===== config.mk =====
export PLATFORM = sky130hd
export DESIGN_NAME = decode_stage
export DESIGN_NICKNAME = d
export VERILOG_FILES = /design/src/rtl/decode_stage.sv
export SDC_FILE = /design/constraint.sdc
export NUM_CORES = 2
export LEC_CHECK = 0
export ABC_CLOCK_PERIOD_IN_PS = 143900
export CAP_MARGIN = 20
export CORE_AREA = 2 2 468 470
export DETAILED_ROUTE_END_ITERATION = 10
export DIE_AREA = 0 0 470 472
export HOLD_SLACK_MARGIN = 0.05
export PLACE_DENSITY = 0.47
export SYNTH_ARGS = -nofsm -noshare
export SYNTH_HDL_FRONTEND = slang
export SYNTH_SLANG_ARGS = --single-unit
export TNS_END_PERCENT = 50

===== constraint.sdc =====
create_clock -name clk -period 143.9 [get_ports clk]
set_input_delay 35.975 -clock clk [delete_from_list [all_inputs] [get_ports clk]]
set_output_delay 35.975 -clock clk [all_outputs]
set_load 0.01 [all_outputs]

===== src/rtl/decode_stage.sv =====
// decode_stage: RV32I decode, 32x32 register file with write-through bypass, ID/EX register.
// Flush and reset both load an all-zero bubble; reset also clears the register file.
module decode_stage (
  input  logic        clk,
  input  logic        rst,
  input  logic [31:0] InstrD,
  input  logic [31:0] PCD,
  input  logic [31:0] PCPlus4D,
  input  logic        FlushE,
  input  logic        RegWriteW,
  input  logic [4:0]  RDW,
  input  logic [31:0] ResultW,
  output logic        RegWriteE,
  output logic [1:0]  ResultSrcE,
  output logic        MemWriteE,
  output logic        JumpE,
  output logic        BranchE,
  output logic        ALUSrcE,
  output logic [2:0]  ALUControlE,
  output logic [31:0] RD1E,
  output logic [31:0] RD2E,
  output logic [31:0] ImmExtE,
  output logic [4:0]  Rs1E,
  output logic [4:0]  Rs2E,
  output logic [4:0]  RdE,
  output logic [31:0] PCE,
  output logic [31:0] PCPlus4E
);
  typedef struct packed {
    logic        reg_write;
    logic [1:0]  result_src;
    logic        mem_write;
    logic        jump;
    logic        branch;
    logic        alu_src;
    logic [2:0]  alu_ctrl;
    logic [31:0] rd1;
    logic [31:0] rd2;
    logic [31:0] imm;
    logic [4:0]  rs1;
    logic [4:0]  rs2;
    logic [4:0]  rd;
    logic [31:0] pc;
    logic [31:0] pc_plus4;
  } idex_t;

  logic [6:0]  op;
  logic [2:0]  f3;
  logic [4:0]  rs1, rs2;
  logic        is_lw, is_sw, is_r, is_i, is_b, is_j, wb_en;
  logic [2:0]  alu_op;
  logic [31:0] rf_q [32];
  idex_t       idex_d, idex_q;

  assign op    = InstrD[6:0];
  assign f3    = InstrD[14:12];
  assign rs1   = InstrD[19:15];
  assign rs2   = InstrD[24:20];
  assign is_lw = op == 7'b0000011;
  assign is_sw = op == 7'b0100011;
  assign is_r  = op == 7'b0110011;
  assign is_i  = op == 7'b0010011;
  assign is_b  = op == 7'b1100011;
  assign is_j  = op == 7'b1101111;
  assign wb_en = RegWriteW && RDW != 5'd0;

  always_comb begin
    alu_op = f3 == 3'b010 ? 3'b101 :
             f3 == 3'b110 ? 3'b011 :
             f3 == 3'b111 ? 3'b010 :
             (f3 == 3'b000 && is_r && InstrD[30]) ? 3'b001 : 3'b000;
    idex_d            = '0;
    idex_d.reg_write  = is_lw | is_r | is_i | is_j;
    idex_d.result_src = is_lw ? 2'b01 : is_j ? 2'b10 : 2'b00;
    idex_d.mem_write  = is_sw;
    idex_d.jump       = is_j;
    idex_d.branch     = is_b;
    idex_d.alu_src    = is_lw | is_sw | is_i;
    idex_d.alu_ctrl   = is_b ? 3'b001 : (is_r | is_i) ? alu_op : 3'b000;
    // Writeback to the register being read wins over the stored value in the same cycle
    idex_d.rd1        = rs1 == 5'd0 ? '0 : (wb_en && RDW == rs1) ? ResultW : rf_q[rs1];
    idex_d.rd2        = rs2 == 5'd0 ? '0 : (wb_en && RDW == rs2) ? ResultW : rf_q[rs2];
    idex_d.imm        = (is_lw | is_i) ? {{20{InstrD[31]}}, InstrD[31:20]} :
                        is_sw ? {{20{InstrD[31]}}, InstrD[31:25], InstrD[11:7]} :
                        is_b  ? {{20{InstrD[31]}}, InstrD[7], InstrD[30:25], InstrD[11:8], 1'b0} :
                        is_j  ? {{12{InstrD[31]}}, InstrD[19:12], InstrD[20], InstrD[30:21], 1'b0} : '0;
    idex_d.rs1        = rs1;
    idex_d.rs2        = rs2;
    idex_d.rd         = InstrD[11:7];
    idex_d.pc         = PCD;
    idex_d.pc_plus4   = PCPlus4D;
  end

  always_ff @(posedge clk or posedge rst) begin
    if (rst) for (int i = 0; i < 32; i++) rf_q[i] <= '0;
    else if (wb_en) rf_q[RDW] <= ResultW;
  end

  always_ff @(posedge clk or posedge rst) begin
    if (rst) idex_q <= '0;
    else idex_q <= FlushE ? '0 : idex_d;
  end

  assign {RegWriteE, ResultSrcE, MemWriteE, JumpE, BranchE, ALUSrcE, ALUControlE,
          RD1E, RD2E, ImmExtE, Rs1E, Rs2E, RdE, PCE, PCPlus4E} = idex_q;
endmodule

; Yosys cells after proc, flatten, opt, wreduce, memory -nomap -nowiden
; Index checks and enable logic that the tools add are counted.
[classes]
n_eq_ne = 11
n_reduce_logical = 10
bitwise_logic = 10
div = 0
n_mux = 26
addsub = 0
n_mul = 0
shifts = 0
n_lt_le_gt_ge = 4
[ops]
columns = op, n
row1 = $bwmux 1024, 1
row2 = $mux 32, 13
row3 = $bmux 32 s5, 2
row4 = $mux 185, 1
row5 = $demux 32 s5, 1
row6 = $ge 6x6->1 const B, 3
row7 = $not 5->6, 3
row8 = $eq 7x6->1 const B, 2
row9 = $eq 7x7->1 const B, 2
row10 = $eq 5x5->1, 2
row11 = $logic_not 5->1, 2
row12 = $mux 3, 3
row13 = $mux 2, 4
row14 = $eq 7x2->1 const B, 1
row15 = $eq 7x5->1 const B, 1
row16 = $or 1x1->1, 7
row17 = $eq 3x3->1 const B, 2
row18 = $logic_and 1x1->1, 6
row19 = $lt 6x1->1 const B, 1
row20 = $reduce_bool 5->1, 1
row21 = $eq 3x2->1 const B, 1
row22 = $logic_not 3->1, 1
row23 = $mux 1, 1
[word_totals]
wordCells = 108
out_inout_bits = 185
latch_bits = 0
input_bits = 137
mem_bits_ro = 0
mem_bits_rw = 0
regBits = 1209
memories = 0

; Logic depth before layout (Yosys ltp)
[depth]
ltp_word = 10
depth_mapped = 9
ltp_nobuf = 5

; Worst setup path after synthesis
; Ideal clock, no wire load.
[synth_path]
path_type = input port to flip-flop
start = in InstrD[15]
end = reg idex_q, in the netlist RD1E[16]
setup_time_ns = 0.126
path_slack_ns = 106.170
arrival_time_ns = 37.604
stages = 7
required_time_ns = 143.774
path_buffers = 3
path_cell_list = buf_4 > buf_6 > buf_2 > mux4_2 > nor3b_1 > a21oi_1 > a221o_1
[synth_between]
elab_chain_len = 7
elab_cells_between_ends = 10
classes_between = eq/ne: 1 / mux: 6 / bitwise: 1 / reduce/logical: 2
[synth_rtl]
columns = element, line_no
row1 = from (decl), 6  ; input logic [31:0] InstrD,
row2 = $not 5->6 (not written as such), 81  ; idex_d.rd1 = rs1 == 5'd0 ? '0 : (wb_en && RDW == rs1) ? ResultW : rf_q[rs1];
row3 = $bmux 32 s5, 81
row4 = $mux 32 (not written as such) (2 in series), 81
row5 = $mux 32, 81
row6 = $mux 32 *, 81
row7 = $mux 185 *, 101  ; else idex_q <= FlushE ? '0 : idex_d;
row8 = to (signal assigned), 101
row9 = to (decl), 53  ; idex_t idex_d, idex_q;
; Every way passes the cells marked *; elsewhere a longest branch is shown, timed or not. The select of a mux whose other input is x is not followed.
; A chain may end at the register's enable or synchronous reset.

==> flow_summary.ini <==
[sta]
skew_ns = 0.0274
setup_viol = 0
rsz0062_at_grt = false
worst_pin_slew_ns = 1.14
maxSlewViolCount = 0
period_minus_slack_ns = 40.21
finalCritPeriodShare_pct = 27.9
holdWs_ns = 0.391
tns_ns = 0
hold_viol_final = 0
fmax_ghz = 0.0249
slew_headroom_pct = 24.0

[critical_path]
crit_type = in2async
r2r-end = RD2E[16]
worstPathMaxFanout = 144
worst_setup_path_start_kind = input port
arrival_ns = 40.98
cp_data_required_time_ns = 144.67
end_kind = async pin
ff2ff_setup_slack_ns = 141.95
r2r_cells = 5
r2r_start = rf_q[144]

[clock_network]
insertion_delay_ns = 0.80
cts_inserted_buffers = 144
postCtsSetupBuffers = 0
cts_tree = built
root_buffer = clkbuf_16
h-tree-depth = 4
clkTransAtPathRegs_ns = 0.06
cts.path.max_buffers = 3
cts_resized = 0
cts_hold_buf = 0
clock-sinks = 1198

[placed_design]
numPortBuffers = 321
dp_hpwl_um = 127000
place_congestion = 0.757

[yosys]
yosysMostFrequentCell = dfrtp_1
synthTopCellsByArea = dfrtp_1, mux2_2, mux4_2
netlist_instances = 4100
synth.distinct_cells = 67
ys.flop_type = dfrtp_1
synth_seq_area_share_pct = 49.7
avgSynthCellArea_um2 = 14.7
synth_top_area_share_pct = 49.7
ys_warn_count = 0
ys_async_sr_fraction_pct = 100
synth_commonest_cells = dfrtp_1, mux2_2, mux4_2, mux2i_1, clkbuf_1
synth_nets = 4237
synth.largest_area_cell = dfrtp_1
synth-seq-cells = 1198
syn-cell-area_um2 = 60300
synth_edf_count = 0

[pwr]
p_leak_nw = 30.6
ir_drop_mv = 0.0126
cellPowerDensity_nw_per_um2 = 13.9

[global_route]
grt_use_met3_pct = 3.82
antenna_found_initial = 12
grt_usage_pct = 20.4
grt_use_met2_pct = 34.7
grt.overflow.total = 0
grt_pass1_vias = 40772
grt_use_met1_pct = 26.1
grt_pass1_wl_um = 325000
grt_busiest_layer = met2
grt_start_max_net_pins = 145

[floorplan]
start_util_pct = 27.9
die_height_um = 472
core_area_um2 = 217000
rows = 171
num_io_pins = 322
die_area_um2 = 222000
die_w_um = 470

[route]
routed_wirelength_um = 229000
firstDrtPassIters = 7
ant_nets = 0
dr_total_vias = 38829
drtIter0Drc = 2967
viasPerCell = 5.38
wl_per_cell_um = 31.6
drcViolationCount = 0

[final_layout]
fillers = 21138
nets = 4381
area_delta_synth_final_pct = 18.8
final_layout_size_suffix_gt1_share_pct = 42.4

[min_path]
hold_start = rf_q[1017]
min_path_cells = 0
holdPathEnd = rf_q[1017]
worstHoldPathType = reg2reg

[run_status]
status = finished clean

[job]
drv_cap = 0
how the worst max path moves through the flow:
| stage | from | endpoint | slack [ns] |
|---|---|---|---|
| after floorplan | rst | ALUControlE[0] | 74.18 |
| after global placement | rst | rf_q[795] | 102.71 |
| after detailed placement | rst | rf_q[507] | 102.70 |
| after CTS | rst | rf_q[795] | 103.55 |
| after global routing | rst | rf_q[987] | 102.99 |
| final | rst | rf_q[438] | 103.69 |
cells in the final DEF (no fill, tap or decap), types with 9 or more instances in the layout:
master and count:
clkbuf_8 44, clkdlybuf4s50_1 313, nand2b_1 14, nor3b_1 15
a211oi_1 44, buf_16 14, a221oi_1 57, a22oi_1 57
nor2_4 13, mux4_2 422, xnor2_1 9, nand3_1 17
clkinv_2 20, nor2_1 50, and2_1 9, clkbuf_1 31
buf_8 12, nor3_1 41, mux2i_1 223, a22o_1 13
nand2_1 37, mux2_2 999, a221o_1 36, o21ai_0 40
nor2b_1 104, o22ai_1 61, nand2_4 13, a21oi_1 61
buf_4 105, clkbuf_16 152, dfrtp_1 1198
cell type report:
class / instances / area [µm²] / share of cell area [%]
diodes: 6 / 15.0 / 0.0209
clock buffers: 225 / 4490 / 6.26
clock inverters: 39 / 454 / 0.634
inverters: 6 / 30.0 / 0.0419
multi-input cells: 2441 / 28500 / 39.8
flip-flops and latches: 1198 / 30000 / 41.8
well taps: 2854 / 3570 / 4.98
repair buffers: 453 / 4630 / 6.46
sequential cells by signal, summed over array words and instances (netlist names):
signal / flops
BranchE: 1
PCPlus4E: 32
ImmExtE: 21
RdE: 5
ALUControlE: 3
rf_q: 1024
ResultSrcE: 2
JumpE: 1
Rs1E: 5
PCE: 32
MemWriteE: 1
RegWriteE: 1
RD1E: 32
RD2E: 32
Rs2E: 5
ALUSrcE: 1
logic make-up after synthesis:
| group | Yosys count | share of synthesized area (%) |
|---|---|---|
| multiplexers | 1646 | 38.1 |
| XOR/XNOR | 10 | 0.145 |
| buffers and inverters | 461 | 3.54 |
| flip-flops | 1198 | 49.7 |
| AND/OR/NAND/NOR | 362 | 3.31 |
| AO/OA/AOI/OAI | 423 | 5.16 |
stage by stage:
stage | instance area [µm²] | total power, W | std cells | util, % | setup WS, ns
finish | 71700 | 0.000995 | 7222 | 33.1 | 103.69
global placement | 66200 | 0.000615 | 6926 | 30.6 | 102.71
CTS | 71300 | 0.00100 | 7200 | 32.9 | 103.55
detailed placement | 66400 | 0.000620 | 6936 | 30.6 | 102.70
floorplan | 60300 | 0.000562 | 4100 | - | 74.18
global route | 71700 | 0.00104 | 7220 | 33.1 | 102.99
report_power, final:
group / switching (W) / internal (W)
logic: 0.0000735 / 0.000105
clock network: 0.000153 / 0.000226
registers: 0.0000421 / 0.000394
total: 0.000269 / 0.000726
worst max-delay path: stages:
cell and delay, ns:
clkdlybuf4s50_1 0.49, inv_8 0.52, buf_12 0.69, buf_4 0.77, buf_4 0.74, buf_4 0.66, buf_4 0.81
metal layers:
| metal | wire length (µm) | vias to the layer above |
|---|---|---|
| met1 | 97300 | 21269 |
| met4 | 7440 | 8 |
| met5 | 55 | - |
| met3 | 11700 | 341 |
| met2 | 112000 | 1236 |
| li1 | - | 15975 |
Power figures use the tool's default switching activity.
